$ cat src/rtl/mem_access_if.sv
// Byte-wide memory-controller port used by the MEM stage for loads and stores.
interface mem_access_if #(parameter int unsigned XLEN = 32);
  logic            mc_req;
  logic            mc_we;
  logic [XLEN-1:0] mc_addr;
  logic [7:0]      mc_wdata;
  logic [7:0]      mc_rdata;
  logic            mc_ack;

  modport master (output mc_req, mc_we, mc_addr, mc_wdata, input mc_rdata, mc_ack);
  modport slave  (input mc_req, mc_we, mc_addr, mc_wdata, output mc_rdata, mc_ack);
endinterface

$ cat src/rtl/mem_access.sv
// RV32I MEM stage: ALU results pass through combinationally; loads/stores are
// serialised one byte per handshake over the memory-controller port while stalling.
module mem_access #(
  parameter int unsigned XLEN = 32
) (
  input  logic            clk,
  input  logic            rst,
  input  logic [6:0]      opcode,
  input  logic [2:0]      funct3,
  input  logic            we,
  input  logic [4:0]      waddr,
  input  logic [XLEN-1:0] alu,
  input  logic [XLEN-1:0] rdata2,
  mem_access_if.master    mc,
  output logic            stall_req,
  output logic            wb_we,
  output logic [4:0]      wb_waddr,
  output logic [XLEN-1:0] wb_wdata
);

  localparam logic [6:0] OP_LOAD  = 7'b0000011;
  localparam logic [6:0] OP_STORE = 7'b0100011;

  localparam logic [1:0] IDLE = 2'd0;
  localparam logic [1:0] BUSY = 2'd1;
  localparam logic [1:0] DONE = 2'd2;

  logic [1:0]  state_q, state_d;
  logic [1:0]  idx_q, idx_d;
  logic [31:0] buf_q, buf_d;

  logic        is_load;
  logic        is_store;
  logic [1:0]  last_idx;
  logic [XLEN-1:0] load_val;

  assign is_load  = (opcode == OP_LOAD);
  assign is_store = (opcode == OP_STORE);
  assign last_idx = (funct3[1:0] == 2'd0) ? 2'd0 :
                    (funct3[1:0] == 2'd1) ? 2'd1 : 2'd3;

  // Extension masks bytes above the access size, so stale buffer bytes never leak.
  always_comb begin
    case (funct3)
      3'd0:    load_val = {{(XLEN-8){buf_q[7]}}, buf_q[7:0]};
      3'd1:    load_val = {{(XLEN-16){buf_q[15]}}, buf_q[15:0]};
      3'd4:    load_val = {{(XLEN-8){1'b0}}, buf_q[7:0]};
      3'd5:    load_val = {{(XLEN-16){1'b0}}, buf_q[15:0]};
      default: load_val = XLEN'(buf_q);
    endcase
  end

  always_ff @(posedge clk) begin
    if (rst) begin
      state_q <= IDLE;
      idx_q   <= 2'd0;
      buf_q   <= 32'd0;
    end else begin
      state_q <= state_d;
      idx_q   <= idx_d;
      buf_q   <= buf_d;
    end
  end

  always_comb begin
    state_d     = state_q;
    idx_d       = idx_q;
    buf_d       = buf_q;
    stall_req   = 1'b0;
    wb_we       = 1'b0;
    wb_waddr    = 5'd0;
    wb_wdata    = '0;
    mc.mc_req   = 1'b0;
    mc.mc_we    = 1'b0;
    mc.mc_addr  = '0;
    mc.mc_wdata = 8'd0;

    case (state_q)
      IDLE: begin
        if (is_load || is_store) begin
          stall_req = 1'b1;
          state_d   = BUSY;
          idx_d     = 2'd0;
        end else begin
          wb_we    = we;
          wb_waddr = waddr;
          wb_wdata = alu;
        end
      end
      BUSY: begin
        stall_req   = 1'b1;
        mc.mc_req   = 1'b1;
        mc.mc_we    = is_store;
        mc.mc_addr  = alu + XLEN'(idx_q);
        mc.mc_wdata = rdata2[{idx_q, 3'b000} +: 8];
        if (mc.mc_ack) begin
          if (is_load) begin
            case (idx_q)
              2'd0:    buf_d[7:0]   = mc.mc_rdata;
              2'd1:    buf_d[15:8]  = mc.mc_rdata;
              2'd2:    buf_d[23:16] = mc.mc_rdata;
              default: buf_d[31:24] = mc.mc_rdata;
            endcase
          end
          if (idx_q == last_idx) state_d = DONE;
          else                   idx_d   = idx_q + 2'd1;
        end
      end
      DONE: begin
        state_d = IDLE;
        if (is_load) begin
          wb_we    = we;
          wb_waddr = waddr;
          wb_wdata = load_val;
        end
      end
      default: state_d = IDLE;
    endcase

    // Reset forces every output low in the same cycle, including an in-flight request.
    if (rst) begin
      stall_req   = 1'b0;
      wb_we       = 1'b0;
      wb_waddr    = 5'd0;
      wb_wdata    = '0;
      mc.mc_req   = 1'b0;
      mc.mc_we    = 1'b0;
      mc.mc_addr  = '0;
      mc.mc_wdata = 8'd0;
    end
  end

endmodule

$ cat src/flat_wrapper.sv
// flat-port wrapper written by rule: the top's interface ports become plain ports
module mem_access_flat 
#(
  parameter int unsigned XLEN = 32
)
  (clk, rst, opcode, funct3, we, waddr, alu, rdata2, stall_req, wb_we, wb_waddr, wb_wdata, mc_mc_req, mc_mc_we, mc_mc_addr, mc_mc_wdata, mc_mc_rdata, mc_mc_ack);
  mem_access_if #(.XLEN(XLEN)) mc_i ();
  input  logic clk;
  input  logic rst;
  input  logic [6:0] opcode;
  input  logic [2:0] funct3;
  input  logic we;
  input  logic [4:0] waddr;
  input  logic [XLEN-1:0] alu;
  input  logic [XLEN-1:0] rdata2;
  output logic stall_req;
  output logic wb_we;
  output logic [4:0] wb_waddr;
  output logic [XLEN-1:0] wb_wdata;
  output wire logic [$bits(mc_i.mc_req)-1:0] mc_mc_req;
  output wire logic [$bits(mc_i.mc_we)-1:0] mc_mc_we;
  output wire logic [$bits(mc_i.mc_addr)-1:0] mc_mc_addr;
  output wire logic [$bits(mc_i.mc_wdata)-1:0] mc_mc_wdata;
  input wire logic [$bits(mc_i.mc_rdata)-1:0] mc_mc_rdata;
  input wire logic [$bits(mc_i.mc_ack)-1:0] mc_mc_ack;
  assign mc_mc_req = mc_i.mc_req;
  assign mc_mc_we = mc_i.mc_we;
  assign mc_mc_addr = mc_i.mc_addr;
  assign mc_mc_wdata = mc_i.mc_wdata;
  assign mc_i.mc_rdata = mc_mc_rdata;
  assign mc_i.mc_ack = mc_mc_ack;
  mem_access #(.XLEN(XLEN)) u_core (.clk(clk), .rst(rst), .opcode(opcode), .funct3(funct3), .we(we), .waddr(waddr), .alu(alu), .rdata2(rdata2), .mc(mc_i), .stall_req(stall_req), .wb_we(wb_we), .wb_waddr(wb_waddr), .wb_wdata(wb_wdata));
endmodule
$ cat config.mk
export PLATFORM = sky130hd
export DESIGN_NAME = mem_access_flat
export DESIGN_NICKNAME = d
export VERILOG_FILES = /design/src/rtl/mem_access_if.sv /design/src/rtl/mem_access.sv /design/src/flat_wrapper.sv
export SDC_FILE = /design/constraint.sdc
export NUM_CORES = 1
export LEC_CHECK = 0
export CAP_MARGIN = 40
export CORE_MARGIN = 10
export CORE_UTILIZATION = 27
export CTS_BUF_LIST = sky130_fd_sc_hd__clkbuf_4 sky130_fd_sc_hd__clkbuf_8
export DETAILED_ROUTE_END_ITERATION = 8
export GPL_ROUTABILITY_DRIVEN = 0
export PLACE_DENSITY_LB_ADDON = 0.05
export SYNTH_ARGS = -nofsm -noshare
export SYNTH_HDL_FRONTEND = slang
export SYNTH_SLANG_ARGS = --single-unit
$ cat constraint.sdc
create_clock -name clk -period 3.15 [get_ports clk]
set_clock_uncertainty 0.1 [all_clocks]
set_input_delay 0.4725 -clock clk [delete_from_list [all_inputs] [get_ports clk]]
set_output_delay 0.4725 -clock clk [all_outputs]
set_load 0.02 [all_outputs]
==> reports/metrics.yaml, run 1 <==
clock_network:
  cts.path.max_buffers: 2
  clock-root-buffer: "clkbuf_8"
  clk_latency_ns: 0.29
  cts_inserted_buffers: 5
  cts.reportedPaths.clkPinSlew_ns: 0.07
  cts_tree: "done"
  clock_sinks: 36
  h-tree-depth: 2
global_route:
  grt_max_degree: 37
  met1_usage_pct: 24.0
  antenna_found_initial: 0
  track_usage_pct: 17.5
  grt_pass1_wl_um: 23500
  grtUsageMet2_pct: 28.9
  busiest_layer: "met2"
  grt_pass1_vias: 4029
  gr-total-overflow: 0
  grt.met3_usage_pct: 2.59
sta:
  hold_violations: 0
  finalSetupViolations: 0
  max_slew_margin_pct: 66.3
  period_minus_slack_ns: 3.09
  tightest_slew_ns: 0.504
  rsz0062_at_grt: "true"
  fmax_mhz: 324
  fin_ws_ns: 0.0621
  holdWs_ns: 0.358
  period_share_pct: 98.0
  drv_slew: 0
critical_path:
  cp.required_ns: 2.58
  cp-end-kind: "primary output"
  cpMostUsedCell: "buf_4"
  crit_chain: "clkdlybuf4s50_1 > or4_4 > buf_4 > buf_4 > or2_4 > o21ai_4 > nor2_4 > and2_1 > buf_2"
  crit_path_max_incr_delay_ns: 0.56
  cp-endpoint: "wb_waddr[2]"
  rrSetupSlack_ns: 1.32
  arrival_ns: 2.52
  crit_slowest_cell: "or4_4"
  rr_startpoint: "u_core.state_q[1]"
  crit_type: "in -> out"
  rr_endpoint: "u_core.buf_q[14]"
  worstPathMaxFanout: 6
  startpoint_type: "primary input"
  startpoint: "opcode[3]"
  r2r_cells: 6
synth:
  synth_cell_type_count: 44
  yosysSeqAreaShare_pct: 22.5
  ys_seq_elements: 36
  ys.warnings.count: 0
  syn_area_sq_mm: 0.00320
  synthesis.nets: 553
  synthCells: 455
  syn_area_per_cell_sq_um: 7.03
  yosys_most_used_dff: "dfxtp_1"
  synth_edf_count: 0
  async_flop_share_pct: 0
place:
  port_buffers: 171
  dp_slack_ns: -0.557
  hpwl_um: 12900
cells_and_area:
  drive_gt1_share_pct: 26.3
  nets: 777
  syn2layout_area_growth_pct: 72.9
  diodes: 0
  fillers: 1210
  final_cell_mix: "100 x buf_4, 99 x clkdlybuf4s50_1, 71 x nand2_1"
  final_common_cell: "buf_4"
floorplanning:
  die_area_sq_mm: 0.0166
  coreArea_sq_mm: 0.0115
  io_pins: 172
  die_w_um: 129
  die_y_um: 129
  row_count: 39
  initial_utilization_pct: 27.8
min_path:
  hp-start: "u_core.buf_q[18]"
  whs_path_depth: 2
  hold_class: "reg -> reg"
flow_run:
  drv_cap: 0
route:
  postRouteAntennaNets: 0
  wl_um: 15200
  drt_iter0_drc: 250
  wl_per_cell_um: 18.5
  num_vias: 4109
  drtPass1Iterations: 5
  drcViolationCount: 0
  vias_per_cell: 4.99
power:
  vdd_drop_max_v: 0.000480
  power_density_mw_per_mm2: 213
  p_leak_nw: 2.26
run_status:
  status: "complete, no violations"
==> stage by stage <==
stage          setup TNS, ns  cell area, sq um  instances  total power [W]  utilization, %
4_1_cts              -0.0198              5510        822          0.00119            47.9
5_1_grt              -0.0845              5530        823          0.00124            48.1
3_5_place_dp          -22.44              5520        810         0.000875            47.9
3_3_place_gp          -21.65              5520        810         0.000872            47.9
2_1_floorplan              0              3200        455         0.000598               -
6_report                   0              5530        823          0.00118            48.1
==> registers in the layout, indices dropped and copies added (netlist names) <==
name and cells:
u_core.idx_q 2, u_core.state_q 2, u_core.buf_q 32
==> power breakdown <==
part	total (W)	internal, W	switching, W
logic	0.000394	0.000209	0.000185
clock network	0.000331	0.000156	0.000175
registers	0.000455	0.000455	0.000000432
==> logic make-up after synthesis <==
family                     Yosys count  share of synthesized area (%)
buffers and inverters               40                           5.82
xor gates and xnor gates            26                           7.11
adders and majority gates            7                           2.97
DFF                                 36                           22.5
muxes                               11                           6.57
AOI/OAI and AO/OA                  114                           21.1
and+or+nand+nor                    221                           33.9
==> timing repair <==
item / 4_1_cts / 5_1_grt
hold buffers: 0 / 0
setup buffers: 4 / 1
pin swaps: 3 / 9
setup endpoints to repair: 64 / 50
resized for setup: 191 / 52
==> critical path: cells and delay by family <==
kind / cells / cell delay (ns)
AOI/OAI and AO/OA: 1 / 0.14
and+or+nand+nor: 4 / 1.04
buffers and inverters: 4 / 0.86
==> Yosys cell counts, types with 2 or more instances <==
cell type | n | area (sq um)
nand3_1 | 46 | 230
mux2i_1 | 3 | 30.0
dfxtp_1 | 36 | 721
xnor2_1 | 8 | 70.1
buf_6 | 4 | 45.0
inv_1 | 6 | 22.5
nor4_4 | 2 | 42.5
o21ai_1 | 10 | 50.1
and3_1 | 7 | 43.8
a21oi_2 | 10 | 87.6
nor3_1 | 2 | 10.0
nand2b_1 | 2 | 12.5
nor4_2 | 2 | 25.0
nor2_1 | 46 | 173
o32ai_1 | 2 | 17.5
ha_1 | 6 | 75.1
buf_1 | 3 | 11.3
a22oi_1 | 8 | 60.1
clkbuf_1 | 24 | 90.1
mux4_2 | 8 | 180
a21oi_1 | 52 | 260
or3_1 | 4 | 25.0
buf_2 | 2 | 10.0
and2_1 | 16 | 100
nor2b_1 | 2 | 12.5
nand4_1 | 11 | 68.8
xor2_1 | 18 | 158
nand2_1 | 71 | 267
o21ai_0 | 19 | 95.1
or2_2 | 3 | 18.8
o21a_1 | 9 | 67.6
==> worst min-delay path by stage <==
stage                        to
6_report       u_core.buf_q[18]
5_1_grt        u_core.buf_q[18]
4_1_cts        u_core.buf_q[18]
3_5_place_dp   u_core.buf_q[18]
3_3_place_gp   u_core.buf_q[19]
2_1_floorplan  u_core.buf_q[16]
==> metal layers <==
layer / part of all wire (%) / wire, um
met1: 47 / 7170
met2: 46 / 7070
met3: 5.5 / 844
met4: 0.85 / 129
met5: 0 / 0
==> layout make-up <==
class | instances | area, sq um | area share, %
Clock inverter | 3 | 23.8 | 0.430
Clock buffer | 5 | 68.8 | 1.24
Tap cell | 143 | 179 | 3.23
Sequential cell | 36 | 721 | 13.0
Inverter | 6 | 26.3 | 0.475
Timing Repair Buffer | 251 | 2160 | 39.0
Multi-Input combinational cell | 379 | 2350 | 42.6
Power figures use the tool's default switching activity.
==> run 2: changes to the inputs <==
ABC_AREA = 1   (was unset)
==> run 2 against run 1 <==
- worst hold slack better by 0.059 ns
- non-clock buffer count fell by 2
- worst setup slack better by 0.039 ns
- first-iteration DRC count rose by 34%
- synthesized area rose by 25%
- combinational power grew 40%
- highest routed layer unchanged
==> reports/metrics.yaml, run 2 <==
synth:
  synth_common_cells: "223 x nand2_1, 175 x nor2_1, 65 x inv_1"
  synthAdderAreaFrac_pct: 2.37  # -0.60 points
  syn_area_per_cell_sq_um: 5.43  # -23%
  syn_area_sq_mm: 0.00402  # +25%
  synth_compound_area_share_pct: 11.7  # -9.4 points
  synth_xor_area_share_pct: 0.218  # -6.9 points
  synth_top_cell_by_area: "nand2_1"
  yosys-top-cells-area: "nand2_1 21%, dfxtp_1 18%, nor2_1 16%, a21oi_1 6.6%, inv_1 6.1%"
  yosysSeqAreaShare_pct: 17.9  # -4.6 points
  ys_seq_elements: 36  # unchanged
  synthesis.nets: 837  # +51%
  synth_edf_count: 0  # unchanged
  yosys.area.top_type_share_pct: 20.8  # -1.7 points
  yosys.area_share.simple_pct: 55.9  # +22 points
  synth.area.mux_share_pct: 0  # -6.6 points
  synth_cell_type_count: 33  # -25%
  ys.warnings.count: 0  # unchanged
  yosys_most_used_dff: "dfxtp_1"
  synthCells: 739  # +62%
  synth_top_family_by_area: "simple AND/OR/NAND/NOR gates"
  async_flop_share_pct: 0  # unchanged
  yosysMostFrequentCell: "nand2_1"
sta:
  tightest_slew_ns: 0.623  # +0.119 ns
  hold_violations: 0  # unchanged
  drv_slew: 0  # unchanged
  period_share_pct: 96.8  # -1.2 points
  fmax_mhz: 328  # +1.3%
  rsz0062_at_grt: "true"
  finalSetupViolations: 0  # unchanged
  max_slew_margin_pct: 58.4  # -7.8 points
  fin_ws_ns: 0.101  # +0.0385 ns
  fin_tns_setup_ns: 0  # unchanged
  period_minus_slack_ns: 3.05  # -0.0385 ns
global_route:
  track_usage_pct: 17.2  # -0.33 points
  grt_max_degree: 53  # +43%
  antenna_found_initial: 0  # unchanged
  gr-total-overflow: 0  # unchanged
  grt_pass1_vias: 5060  # +26%
  grt_pass1_wl_um: 28100  # +20%
power:
  power_density_mw_per_mm2: 209  # -1.9%
  p_leak_nw: 3.47  # +53%
  vdd_drop_max_v: 0.000233  # -52%
route:
  num_vias: 5264  # +28%
  drtPass1Iterations: 5  # unchanged
  wl_um: 18100  # +19%
  drcViolationCount: 0  # unchanged
  drt_iter0_drc: 336  # +34%
  vias_per_cell: 4.59  # -8.2%
  postRouteAntennaNets: 0  # unchanged
  wl_per_cell_um: 15.8  # -15%
critical_path:
  startpoint_type: "primary input"
  startpoint: "opcode[3]"
  arrival_ns: 2.48  # -0.04 ns
  crit_type: "in -> out"
  cp-end-kind: "primary output"
  worstPathMaxFanout: 33  # +27
  rr_startpoint: "u_core.idx_q[0]"
  cp.required_ns: 2.58  # about the same
floorplanning:
  die_w_um: 142  # +10%
  row_count: 44  # +13%
  io_pins: 172  # unchanged
  initial_utilization_pct: 27.6  # -0.17 points
  die_area_sq_mm: 0.0201  # +21%
  coreArea_sq_mm: 0.0145  # +26%
  die_y_um: 142  # +10%
place:
  placed_area_sq_mm: 0.00635  # +15%
  port_buffers: 171  # unchanged
  placed_cells: 1139  # +41%
  hpwl_um: 14700  # +14%
  dp_slack_ns: -0.309  # +0.248 ns
clock_network:
  cts.path.max_buffers: 2  # unchanged
  clk_latency_ns: 0.30  # about the same
  cts_inserted_buffers: 5  # unchanged
  clock-root-buffer: "clkbuf_8"
  h-tree-depth: 2  # unchanged
  cts.reportedPaths.clkPinSlew_ns: 0.08  # about the same
  cts_tree: "done"
  postCtsHoldBufs: 0  # unchanged
  clock_sinks: 36  # unchanged
cells_and_area:
  fin_area_sq_mm: 0.00648  # +17%
  utilization_pct: 44.6  # -3.5 points
  seqCellArea_sq_um: 721  # unchanged
  fillers: 1605  # +33%
  largest_register: "u_core.buf_q"
  final_cells: 1148  # +39%
  nets: 1061  # +37%
  largest_reg_flops: 32  # unchanged
  final_common_cell: "nand2_1"
  multi_input_area_sq_mm: 0.00284  # +21%
  reg_top3: "u_core.buf_q (32), u_core.idx_q (2), u_core.state_q (2)"
  drive_gt1_share_pct: 15.9  # -10 points
  diodes: 0  # unchanged
  syn2layout_area_growth_pct: 61.3
  final_cell_mix: "223 x nand2_1, 172 x nor2_1, 114 x clkdlybuf4s50_1"
min_path:
  hp-start: "u_core.buf_q[4]"
  hold_class: "reg -> reg"
run_status:
  status: "complete, no violations"
flow_run:
  drv_cap: 0  # unchanged
run 2: changes by cell type in the layout (fill, tap and decap cells not counted), sizes merged, moves of 8 or more:
cell	change
mux4	-8
and2	-15
dlymetal6s2s	+24
clkdlybuf4s50	+15
xor2	-18
inv	+67
nor2	+145
a21oi	-9
o21a	-9
a22oi	-8
buf	-40
nand2	+169
run 2: area by class of cell:
class,count,share of cell area (%)
tap,184,3.55
clock buffer,6,1.28
inverter,73,4.23
sequential,36,11.1
multi-input combinational,598,43.8
timing repair buffer,249,35.8
clock inverter,2,0.155
run 2: through the flow:
step | total power, W | hold slack [ns]
6_report | 0.00136 | 0.418
5_1_grt | 0.00144 | 0.457
4_1_cts | 0.00137 | 0.419
3_5_place_dp | 0.00103 | 0.404
3_3_place_gp | 0.00103 | 0.403
2_1_floorplan | 0.000693 | 0.389
run 2: worst paths after layout:
path,to,slack [ns],cells past startpoint
setup / recovery,wb_wdata[3],0.10,8
hold / removal,u_core.buf_q[4],0.42,4
setup reg to reg,u_core.buf_q[22],1.15,7
hold reg to reg,u_core.buf_q[4],0.42,4
run 2: metal layers:
metal  part of all wire [%]  global-route usage [%]  vias to the layer above
met4                   0.83                    3.23                        0
met3                    5.2                    2.64                        9
li1                       -                       -                     2745
met1                     47                    23.2                     2362
met5                      0                       0                        -
met2                     47                    28.5                      148
run 2: cells by family after synthesis:
group,Yosys count
AO/OA/AOI/OAI,91
flip-flops,36
buffers and inverters,105
XOR/XNOR,1
AND/OR/NAND/NOR,499
adder cells (fa/ha/maj),7
run 2: timing repair:
item	CTS	global route
endpoints found under the setup margin	29	41
resized for setup	33	52
cloned	0	0
buffers inserted	0	1
pin swaps	0	3
run 2: critical path: stages:
cell and delay, ns:
clkdlybuf4s50_1 0.44, nor2_4 0.15, nand3_4 0.11, nor3_4 0.16, buf_12 0.21, nand2_1 0.08
a21oi_1 0.19, clkdlybuf4s50_1 0.65
run 2: report_power, final:
| group | total, W | switching [W] | internal, W |
|---|---|---|---|
| registers | 0.000460 | 0.00000284 | 0.000457 |
| clock network | 0.000344 | 0.000170 | 0.000174 |
| logic | 0.000551 | 0.000289 | 0.000262 |
| total | 0.00136 | 0.000461 | 0.000894 |
